--- config.mk ---
export PLATFORM = sky130hd
export DESIGN_NAME = dma_io_periph
export DESIGN_NICKNAME = d
export VERILOG_FILES = /design/src/rtl/dma_pkg.sv /design/src/rtl/dma_sync_fifo.sv /design/src/rtl/dma_io_periph.sv
export SDC_FILE = /design/constraint.sdc
export NUM_CORES = 1
export LEC_CHECK = 0
export BUFFER_PORTS_ARGS = -buffer_cell sky130_fd_sc_hd__buf_4
export CELL_PAD_IN_SITES_DETAIL_PLACEMENT = 1
export CELL_PAD_IN_SITES_GLOBAL_PLACEMENT = 1
export CORE_ASPECT_RATIO = 1.25
export CORE_UTILIZATION = 47
export DETAILED_ROUTE_END_ITERATION = 6
export HOLD_SLACK_MARGIN = 0.05
export PLACE_DENSITY_LB_ADDON = 0.1
export SYNTH_ARGS = -nofsm -noshare
export SYNTH_HDL_FRONTEND = slang
export SYNTH_SLANG_ARGS = --single-unit
--- constraint.sdc ---
create_clock -name CLK -period 4.5 [get_ports CLK]
set_input_delay 1.35 -clock CLK [delete_from_list [all_inputs] [get_ports CLK]]
set_output_delay 1.35 -clock CLK [all_outputs]
set_load 0.005 [all_outputs]
--- src/rtl/dma_pkg.sv ---
// rtl/dma_pkg.sv - shared types and default sizing for the 8237 I/O peripheral
package dma_pkg;

    typedef enum logic [1:0] {
        ST_IDLE,
        ST_REQ,
        ST_XFER,
        ST_TERM
    } periph_state_e;

    localparam int DMA_DEPTH_DEFAULT  = 8;
    localparam int DMA_THRESH_DEFAULT = 4;

endpackage

--- src/rtl/dma_sync_fifo.sv ---
// rtl/dma_sync_fifo.sv - single-clock FIFO with simultaneous push/pop and exact occupancy
module dma_sync_fifo #(
    parameter int DEPTH = 8,
    parameter int W     = 8
) (
    input  logic                     clk,
    input  logic                     resetn,
    input  logic                     push,
    input  logic [W-1:0]             push_data,
    input  logic                     pop,
    output logic [W-1:0]             head,
    output logic [$clog2(DEPTH):0]   count,
    output logic                     full,
    output logic                     empty
);

    localparam int AW = $clog2(DEPTH);
    localparam logic [AW:0] FULL_CNT = (AW+1)'(DEPTH);

    logic [W-1:0]  mem_q [DEPTH];
    logic [AW-1:0] wr_ptr_q, wr_ptr_d;
    logic [AW-1:0] rd_ptr_q, rd_ptr_d;
    logic [AW:0]   count_q, count_d;
    logic          do_push, do_pop;

    assign empty = (count_q == '0);
    assign full  = (count_q == FULL_CNT);
    assign head  = mem_q[rd_ptr_q];
    assign count = count_q;

    // A pop frees the slot a same-cycle push needs, so a full FIFO still accepts.
    assign do_pop  = pop && !empty;
    assign do_push = push && (!full || do_pop);

    always_comb begin
        wr_ptr_d = wr_ptr_q;
        rd_ptr_d = rd_ptr_q;
        count_d  = count_q;
        if (do_push) wr_ptr_d = wr_ptr_q + 1'b1;
        if (do_pop)  rd_ptr_d = rd_ptr_q + 1'b1;
        if (do_push && !do_pop)      count_d = count_q + 1'b1;
        else if (do_pop && !do_push) count_d = count_q - 1'b1;
    end

    always_ff @(posedge clk) begin
        if (!resetn) begin
            wr_ptr_q <= '0;
            rd_ptr_q <= '0;
            count_q  <= '0;
        end else begin
            wr_ptr_q <= wr_ptr_d;
            rd_ptr_q <= rd_ptr_d;
            count_q  <= count_d;
        end
    end

    always_ff @(posedge clk) begin
        if (do_push) mem_q[wr_ptr_q] <= push_data;
    end

endmodule

--- src/rtl/dma_io_periph.sv ---
// rtl/dma_io_periph.sv - 8237 single-channel I/O peripheral with buffering FIFO
module dma_io_periph
    import dma_pkg::*;
#(
    parameter int DEPTH  = DMA_DEPTH_DEFAULT,
    parameter int THRESH = DMA_THRESH_DEFAULT
) (
    input  logic                     CLK,
    input  logic                     RESET_N,
    output logic                     DREQ,
    input  logic                     DACK,
    input  logic                     IOR_N,
    input  logic                     IOW_N,
    input  logic [7:0]               DB_IN,
    output logic [7:0]               DB_OUT,
    output logic                     DB_OE,
    input  logic                     EOP_N_IN,
    output logic                     EOP_N_OE,
    input  logic                     ENABLE,
    input  logic                     DIR,
    input  logic [7:0]               WR_DATA,
    input  logic                     WR_VALID,
    output logic                     WR_READY,
    output logic [7:0]               RD_DATA,
    output logic                     RD_VALID,
    input  logic                     RD_READY,
    input  logic                     FLUSH,
    output logic                     DONE,
    output logic [$clog2(DEPTH):0]   COUNT,
    output logic                     OVF,
    output logic                     UNF
);

    localparam int AW = $clog2(DEPTH);
    localparam logic [AW:0] DEPTH_CNT  = (AW+1)'(DEPTH);
    localparam logic [AW:0] THRESH_CNT = (AW+1)'(THRESH);
    localparam logic [AW:0] ONE_CNT    = (AW+1)'(1);

    periph_state_e state_q, state_d;
    logic       dir_q, dir_d, dreq_q, dreq_d, db_oe_q, db_oe_d;
    logic       eop_oe_q, eop_oe_d, done_q, done_d, ovf_q, ovf_d, unf_q, unf_d;
    logic       flush_q, flush_d, ior_n_q, ior_n_d, iow_n_q, iow_n_d, dack_q, dack_d;
    logic [7:0] db_out_q, db_out_d, db_in_q, db_in_d;

    logic [7:0]  fifo_head;
    logic [AW:0] fifo_count;
    logic        fifo_full, fifo_empty, fifo_push, fifo_pop;
    logic [7:0]  fifo_wdata;
    logic        dir_eff, ior_rise, iow_rise, dma_pop, dma_push, loc_push, loc_pop;
    logic        trigger, eop_req, flush_end, stop_xfer, ovf_ev, unf_ev;

    dma_sync_fifo #(.DEPTH(DEPTH), .W(8)) u_fifo (
        .clk       (CLK),
        .resetn    (RESET_N),
        .push      (fifo_push),
        .push_data (fifo_wdata),
        .pop       (fifo_pop),
        .head      (fifo_head),
        .count     (fifo_count),
        .full      (fifo_full),
        .empty     (fifo_empty)
    );

    // Direction follows the pin only while idle; mid-transfer changes wait for IDLE.
    assign dir_eff  = (state_q == ST_IDLE) ? DIR : dir_q;
    assign ior_rise = !ior_n_q && IOR_N;
    assign iow_rise = !iow_n_q && IOW_N;

    assign WR_READY = !dir_eff && (fifo_count < DEPTH_CNT);
    assign RD_VALID = dir_eff && !fifo_empty;
    assign loc_push = WR_VALID && WR_READY;
    assign loc_pop  = RD_VALID && RD_READY;

    assign dma_pop  = DACK && ior_rise && !dir_eff && !fifo_empty;
    assign unf_ev   = DACK && ior_rise && !dir_eff && fifo_empty;
    assign dma_push = DACK && iow_rise && dir_eff;
    assign ovf_ev   = dma_push && fifo_full && !loc_pop;

    assign fifo_push  = loc_push || dma_push;
    assign fifo_pop   = loc_pop || dma_pop;
    assign fifo_wdata = dir_eff ? db_in_q : WR_DATA;

    assign trigger   = dir_eff ? ((DEPTH_CNT - fifo_count) >= THRESH_CNT)
                               : ((fifo_count >= THRESH_CNT) || (flush_q && !fifo_empty));
    assign eop_req   = DACK && !EOP_N_IN;
    assign flush_end = flush_q && dma_pop && (fifo_count == ONE_CNT) && !loc_push;
    assign stop_xfer = dir_eff ? fifo_full : fifo_empty;

    always_comb begin
        state_d = state_q;
        unique case (state_q)
            ST_IDLE: if (ENABLE && trigger) state_d = ST_REQ;
            ST_REQ: begin
                if (eop_req || flush_end) state_d = ST_TERM;
                else if (!ENABLE)         state_d = ST_IDLE;
                else if (DACK)            state_d = ST_XFER;
            end
            ST_XFER: begin
                if (eop_req || flush_end) state_d = ST_TERM;
                else if (dack_q && !DACK) state_d = trigger ? ST_REQ : ST_IDLE;
            end
            ST_TERM: if (!ENABLE) state_d = ST_IDLE;
            default: state_d = ST_IDLE;
        endcase

        dir_d    = dir_eff;
        dreq_d   = (state_d == ST_REQ) || ((state_d == ST_XFER) && !stop_xfer);
        db_oe_d  = DACK && !IOR_N && !dir_eff;
        db_out_d = db_oe_d ? (fifo_empty ? 8'hFF : fifo_head) : 8'h00;
        eop_oe_d = db_oe_d && flush_q && (fifo_count == ONE_CNT);
        done_d   = (state_d == ST_TERM) && (state_q != ST_TERM);
        ovf_d    = ovf_q || ovf_ev;
        unf_d    = unf_q || unf_ev;
        flush_d  = flush_q;
        if (state_q == ST_TERM)       flush_d = 1'b0;
        else if (FLUSH && !dir_eff)   flush_d = 1'b1;
        ior_n_d  = IOR_N;
        iow_n_d  = IOW_N;
        dack_d   = DACK;
        db_in_d  = !IOW_N ? DB_IN : db_in_q;
    end

    // Strobe history resets high so a strobe already low at reset never completes.
    always_ff @(posedge CLK) begin
        if (!RESET_N) begin
            state_q  <= ST_IDLE;
            dir_q    <= 1'b0;
            dreq_q   <= 1'b0;
            db_oe_q  <= 1'b0;
            db_out_q <= 8'h00;
            eop_oe_q <= 1'b0;
            done_q   <= 1'b0;
            ovf_q    <= 1'b0;
            unf_q    <= 1'b0;
            flush_q  <= 1'b0;
            ior_n_q  <= 1'b1;
            iow_n_q  <= 1'b1;
            dack_q   <= 1'b0;
            db_in_q  <= 8'h00;
        end else begin
            state_q  <= state_d;
            dir_q    <= dir_d;
            dreq_q   <= dreq_d;
            db_oe_q  <= db_oe_d;
            db_out_q <= db_out_d;
            eop_oe_q <= eop_oe_d;
            done_q   <= done_d;
            ovf_q    <= ovf_d;
            unf_q    <= unf_d;
            flush_q  <= flush_d;
            ior_n_q  <= ior_n_d;
            iow_n_q  <= iow_n_d;
            dack_q   <= dack_d;
            db_in_q  <= db_in_d;
        end
    end

    assign DREQ     = dreq_q;
    assign DB_OE    = db_oe_q;
    assign DB_OUT   = db_out_q;
    assign EOP_N_OE = eop_oe_q;
    assign DONE     = done_q;
    assign OVF      = ovf_q;
    assign UNF      = unf_q;
    assign COUNT    = fifo_count;
    assign RD_DATA  = fifo_head;

endmodule

==> impl_metrics.env, run 1 <==
export IMPL_end_kind="output pin"
export IMPL_drive_gt1_share_pct=32.5
export IMPL_port_buffers=54
export IMPL_swShare_pct=29.2
export IMPL_cpMostUsedCell="buf_4"
export IMPL_die_x_um=88.6
export IMPL_holdPathEnd="OVF"
export IMPL_row_count=39
export IMPL_clk_pin_slew_worst_paths_ns=0.06
export IMPL_drtIter0Drc=114
export IMPL_clock_skew_ns=0.00877
export IMPL_synth_ff_type="edfxtp_1"
export IMPL_syn_cell_area_um2=4400
export IMPL_path_cells="buf_4, nor3b_4, nor2_1, a21oi_1, buf_4"
export IMPL_cts_made_buffers=9
export IMPL_initial_utilization_pct=48.2
export IMPL_synth_mux_area_share_pct=15.0
export IMPL_synth_seq_area_share_pct=62.8
export IMPL_power_frac_seq_pct=43.1
export IMPL_vias_per_cell=5.49
export IMPL_hold_depth=1
export IMPL_clk_latency_ns=0.35
export IMPL_setup_worst_path_start_class="input pin"
export IMPL_p_switching_uw=834
export IMPL_utilization_pct=57.9
export IMPL_wl_per_cell_um=20.0
export IMPL_r2r_start="u_fifo.count[0]"
export IMPL_drv_slew=0
export IMPL_p_comb_share_pct=28.2
export IMPL_period_share_pct=78.7
export IMPL_regArea_um2=2760
export IMPL_synth_xor_area_share_pct=1.39
export IMPL_core_um2=9130
export IMPL_crit_slowest_cell="nor3b_4"
export IMPL_tns_ns=0
export IMPL_via_count=2701
export IMPL_status="complete, no violations"
export IMPL_crit_type="input pin to output pin"
export IMPL_die_h_um=110
export IMPL_cts_hold_fix_buffers=0
export IMPL_pin_count=55
export IMPL_grt_pass1_vias=2858
export IMPL_worstPathRequired_ns=3.15
export IMPL_fmax_mhz=282
export IMPL_synth_simple_area_share_pct=11.9
export IMPL_die_area_um2=9760
export IMPL_slowest_delay_ns=0.29
export IMPL_yosys_area_share_adder_pct=1.71
export IMPL_syn_area_per_cell_um2=14.5
export IMPL_drc=0
export IMPL_critPathArrivalTime_ns=2.19
export IMPL_slew_headroom_pct=43.5
export IMPL_rsz0062_at_grt="false"
export IMPL_cts_resized=0
export IMPL_clockBufferDepth=2
export IMPL_reg2reg_depth=9
export IMPL_postSynthCellCount=304
export IMPL_clockPowerShare_pct=28.7
export IMPL_place_congestion=0.781
export IMPL_nNetsFinal=397
export IMPL_root_buffer="clkbuf_16"
export IMPL_synth_edf_count=64
export IMPL_n_antenna_cell=0
export IMPL_hold_violations=0
export IMPL_grt_util_all_layers_pct=22.3
export IMPL_postRouteAntennaNets=0
export IMPL_hold_start="OVF"
export IMPL_worst_slew_pin_slew_ns=0.847
export IMPL_syn_to_final_growth_pct=20.1
export IMPL_antenna_found_initial=0
export IMPL_clock_sinks=106
export IMPL_synth_nets=337
export IMPL_first_pass_iters=4
export IMPL_vdd_ir_drop_max_v=0.000279
export IMPL_grt_max_degree=32
export IMPL_critPathBufInv=2
export IMPL_multi_input_area_um2=1550
export IMPL_async_reset_ff_share_pct=0
export IMPL_rr_endpoint="u_fifo.count[2]"
export IMPL_fillers=912
export IMPL_yosysWarnings=0
export IMPL_power_density_nw_per_um2=541
export IMPL_synth_seq_cells=106
export IMPL_internal_power_uw=2020
export IMPL_hpwl_um=6820
export IMPL_path_max_fanout=6
export IMPL_htreeDepth=3
export IMPL_postCtsSetupRepairBufs=0
export IMPL_synth_compound_area_share_pct=5.14
export IMPL_ys_types=48
export IMPL_power_leakage_uw=0.00195
export IMPL_cts_tree="done"
export IMPL_grt_pass1_wl_um=15400
export IMPL_r2r_setup_slack_ns=1.47
export IMPL_grt_overflow=0
export IMPL_post_route_min_period_ns=3.54
export IMPL_setup_viol_count_final=0
export IMPL_hp_class="flop to flop"
export IMPL_max_cap_violations=0
export IMPL_synth_top_family_by_area="multiplexers"
export IMPL_routed_wl_um=9840
export IMPL_crit_family="simple AND/OR/NAND/NOR gates"
==> cell families after synthesis <==
group	Yosys count
flip-flops	106
XOR/XNOR	7
AO/OA/AOI/OAI	34
multiplexers	44
buffers and inverters	22
adder cells (fa/ha/maj)	6
AND/OR/NAND/NOR	85
==> layout by cell type (no fill, tap or decap), types with 6 or more instances in the layout <==
| cell type | n |
|---|---|
| buf_4 | 65 |
| edfxtp_1 | 64 |
| dfxtp_1 | 42 |
| nor2_1 | 19 |
| mux4_2 | 16 |
| mux2_2 | 16 |
| nor2b_1 | 15 |
| a21oi_1 | 13 |
| mux2i_1 | 12 |
| nand2_1 | 10 |
| clkbuf_16 | 9 |
| and2_1 | 8 |
| ha_1 | 6 |
==> power groups by stage <==
stage | logic (uW) | clock network (uW) | registers (uW)
5_1_grt | 881 | 878 | 1250
3_3_place_gp | 786 | 0 | 1250
6_report | 805 | 820 | 1230
3_5_place_dp | 808 | 0 | 1250
2_1_floorplan | 550 | 0 | 1210
4_1_cts | 815 | 844 | 1230
==> registers in the layout, summed over array words and instances (netlist names), named ones only <==
register and count:
u_fifo.count 4, flush_q 1, db_in_q 8, ior_n_q 1
iow_n_q 1, DB_OE 1, OVF 1, DB_OUT 8
state_q 2, u_fifo.rd_ptr_q 3, u_fifo.mem_q 64, dir_q 1
UNF 1, dack_q 1, DREQ 1, u_fifo.wr_ptr_q 3
DONE 1, EOP_N_OE 1
==> cell type report <==
type                            count  area share (%)
Sequential cell                   106            52.3
Multi-Input combinational cell    176            29.3
Clock buffer                       11            4.40
Tap cell                          123            2.91
Inverter                            6           0.426
Timing Repair Buffer               65            9.23
Clock inverter                      5            1.49
==> worst max path at each step <==
stage	from	endpoint	slack, ns	depth (start not counted)
2_1_floorplan	IOW_N	u_fifo.mem_q[2][0]	0.93	5
3_3_place_gp	DIR	RD_VALID	1.00	5
3_5_place_dp	DIR	u_fifo.count[2]	0.91	10
4_1_cts	DIR	RD_VALID	0.98	5
5_1_grt	DIR	RD_VALID	0.91	5
6_report	DIR	RD_VALID	0.96	5
==> Yosys cell counts (3+ instances only) <==
cell	n	area, um2
dfxtp_1	42	841
o21ai_1	3	15.0
mux2i_1	12	120
nor3b_1	3	22.5
nand3b_1	3	22.5
and2_1	8	50.1
edfxtp_1	64	1920
nor2b_1	15	93.8
mux2_2	16	180
nor4b_1	3	26.3
mux4_2	16	360
nor2_1	19	71.3
nand3_1	3	15.0
ha_1	6	75.1
buf_2	5	25.0
nor3_1	3	15.0
nand2_1	10	37.5
inv_1	5	18.8
o21a_1	3	22.5
clkbuf_1	8	30.0
nand2b_1	5	31.3
a21oi_1	13	65.1
xor2_1	5	43.8
==> routing by layer <==
layer  wire length, um  vias to the layer above  GRT usage (%)
met5                 0                        -              0
met4               181                        0           8.06
met3               394                       13           5.58
met2              5150                       63           38.1
met1              4120                     1363           27.2
li1                  -                     1262              -
==> metrics by stage <==
stage          hold slack [ns]  cells  total power, uW  cell area (um2)  setup slack, ns
2_1_floorplan            0.464    304             1760             4400            0.928
3_3_place_gp             0.453    476             2040             4970             1.00
3_5_place_dp             0.458    476             2060             4970            0.915
4_1_cts                  0.485    492             2890             5290            0.975
5_1_grt                  0.501    492             3010             5290            0.914
6_report                 0.481    492             2860             5290            0.957
Note: power is estimated with default switching activity, not from simulation.
==> run 2: changes to the inputs <==
--- a/config.mk
+++ b/config.mk
@@ -9,7 +9,7 @@
 export CELL_PAD_IN_SITES_DETAIL_PLACEMENT = 1
 export CELL_PAD_IN_SITES_GLOBAL_PLACEMENT = 1
 export CORE_ASPECT_RATIO = 1.25
-export CORE_UTILIZATION = 47
+export CORE_UTILIZATION = 43
 export DETAILED_ROUTE_END_ITERATION = 6
 export HOLD_SLACK_MARGIN = 0.05
 export PLACE_DENSITY_LB_ADDON = 0.1
==> constraint.sdc (replaced) <==
create_clock -name CLK -period 2.8 [get_ports CLK]
set_input_delay 0.84 -clock CLK [delete_from_list [all_inputs] [get_ports CLK]]
set_output_delay 0.84 -clock CLK [all_outputs]
set_load 0.005 [all_outputs]
==> run 2 against run 1 <==
Net effect:
- via count fell by 0.81%
- utilization fell by 2.7 points
- power rose by 58%
- critical path type is now flop to output pin
- highest routed layer unchanged
==> impl_metrics.env, run 2 (synthesis gave the netlist of run 1 again) <==
export IMPL_routed_wl_um=9770
export IMPL_power_density_nw_per_um2=839
export IMPL_fillers=973
export IMPL_reg2reg_depth=9
export IMPL_layout_common_cells="73 x buf_4, 64 x edfxtp_1, 41 x dfxtp_1, 18 x nor2_1, 16 x mux4_2"
export IMPL_antenna_found_initial=0
export IMPL_drive_gt1_share_pct=35.9
export IMPL_hpwl_um=6960
export IMPL_end_kind="output pin"
export IMPL_tns_ns=0
export IMPL_slew_headroom_pct=63.6
export IMPL_place_congestion=0.736
export IMPL_rr_endpoint="u_fifo.count[2]"
export IMPL_htreeDepth=3
export IMPL_crit_type="flop to output pin"
export IMPL_drtIter0Drc=65
export IMPL_initial_utilization_pct=45.1
export IMPL_pin_count=55
export IMPL_post_route_min_period_ns=2.72
export IMPL_vdd_ir_drop_max_v=0.000446
export IMPL_clock_skew_ns=0.00787
export IMPL_hold_violations=0
export IMPL_fin_ws_ns=0.0769
export IMPL_final_common_cell="buf_4"
export IMPL_fmax_mhz=367
export IMPL_postCtsSetupRepairBufs=0
export IMPL_cts_tree="done"
export IMPL_hold_depth=1
export IMPL_fin_hold_ws_ns=0.480
export IMPL_holdPathEnd="OVF"
export IMPL_grt_max_degree=32
export IMPL_rsz0062_at_grt="false"
export IMPL_max_cap_violations=0
export IMPL_regArea_um2=2770
export IMPL_grt_pass1_vias=2911
export IMPL_vias_per_cell=5.30
export IMPL_grt_overflow=0
export IMPL_power_leakage_uw=0.00199
export IMPL_clk_pin_slew_worst_paths_ns=0.07
export IMPL_first_pass_iters=5
export IMPL_worstPathRequired_ns=1.96
export IMPL_pre_cts_slack_ns=0.0706
export IMPL_clk_latency_ns=0.34
export IMPL_row_count=40
export IMPL_root_buffer="clkbuf_16"
export IMPL_syn_to_final_growth_pct=22.5
export IMPL_via_count=2679
export IMPL_path_max_fanout=8
export IMPL_postRouteAntennaNets=0
export IMPL_clock_sinks=106
export IMPL_n_antenna_cell=0
export IMPL_wl_per_cell_um=19.4
export IMPL_hold_start="OVF"
export IMPL_critPathArrivalTime_ns=1.88
export IMPL_die_area_um2=10600
export IMPL_regMostFlops="u_fifo.mem_q"
export IMPL_cts_made_buffers=9
export IMPL_die_x_um=92.5
export IMPL_port_buffers=54
export IMPL_hp_class="flop to flop"
export IMPL_period_share_pct=97.3
export IMPL_core_um2=9760
export IMPL_die_h_um=115
export IMPL_clockBufferDepth=2
export IMPL_multi_input_area_um2=1590
export IMPL_r2r_setup_slack_ns=0.43
export IMPL_layoutNonFillerInstCount=505
export IMPL_drc=0
export IMPL_setup_worst_path_start_class="flop"
export IMPL_worst_slew_pin_slew_ns=0.546
export IMPL_r2r_start="u_fifo.count[3]"
export IMPL_setup_viol_count_final=0
export IMPL_status="complete, no violations"
export IMPL_drv_slew=0
export IMPL_nNetsFinal=407
export IMPL_placed_cells=488
export IMPL_grt_util_all_layers_pct=20.4
export IMPL_grt_pass1_wl_um=15700
export IMPL_p_total_uw=4530
export IMPL_largest_reg_flops=64
[run 2: changes by cell type in the layout (fill, tap and decap cells not counted), moves of 2 or more]
cell        before  now
clkinvlp_4       0    2
buf_4           65   73
bufinv_16        2    0
nor3b_2          0    2
nor4b_1          3    1
clkinv_1         0    2
nor4b_2          0    2
nor3b_1          3    1
clkinv_2         2    0
[run 2: per-stage QoR]
stage	instance area, um2	utilization (%)
after floorplan	4440	-
after global placement	5090	52.2
final	5390	55.3
after CTS	5390	55.2
after detailed placement	5090	52.2
after global routing	5390	55.3
[run 2: routing by layer]
layer | vias to the layer above | track usage (%) | routed length [um]
met5 | - | 0 | 0
met4 | 0 | 6.67 | 53
met3 | 4 | 4.83 | 262
met2 | 38 | 37.4 | 5460
met1 | 1361 | 23.5 | 4000
li1 | 1276 | - | -
[run 2: layout make-up]
class                      count  share of cell area [%]
clock inverter                 5                   0.580
multi-input combinational    176                    29.4
timing repair buffer          75                    11.0
clock buffer                  11                    4.32
inverter                       6                   0.418
tap                          126                    2.92
sequential                   106                    51.3
[run 2: what timing repair did]
item / CTS / global route
resized for setup: 3 / 2
cloned: 1 / 0
hold buffers: 0 / 0
setup endpoints to repair: 5 / 4
[run 2: power breakdown]
part	leakage, uW	internal [uW]	switching (uW)
combinational	0.000936	715	705
clock	0.000121	599	529
sequential	0.000928	1850	125
total	0.00199	3170	1360
[run 2: worst max-delay path by stage]
stage	start	slack, ns	end	cells past startpoint
2_1_floorplan	DIR	0.00004	u_fifo.count[2]	8
3_3_place_gp	DIR	0.13	u_fifo.count[3]	12
3_5_place_dp	DIR	0.07	u_fifo.count[3]	12
4_1_cts	flop	0.03	RD_DATA[5]	4
5_1_grt	flop	0.008	RD_DATA[3]	4
6_report	flop	0.08	RD_DATA[1]	4
[run 2: critical path, stage by stage, from the launching register on]
cell and delay, ns:
dfxtp_4 0.41, buf_12 0.15, mux4_2 0.54, mux2_2 0.30
buf_4 0.14
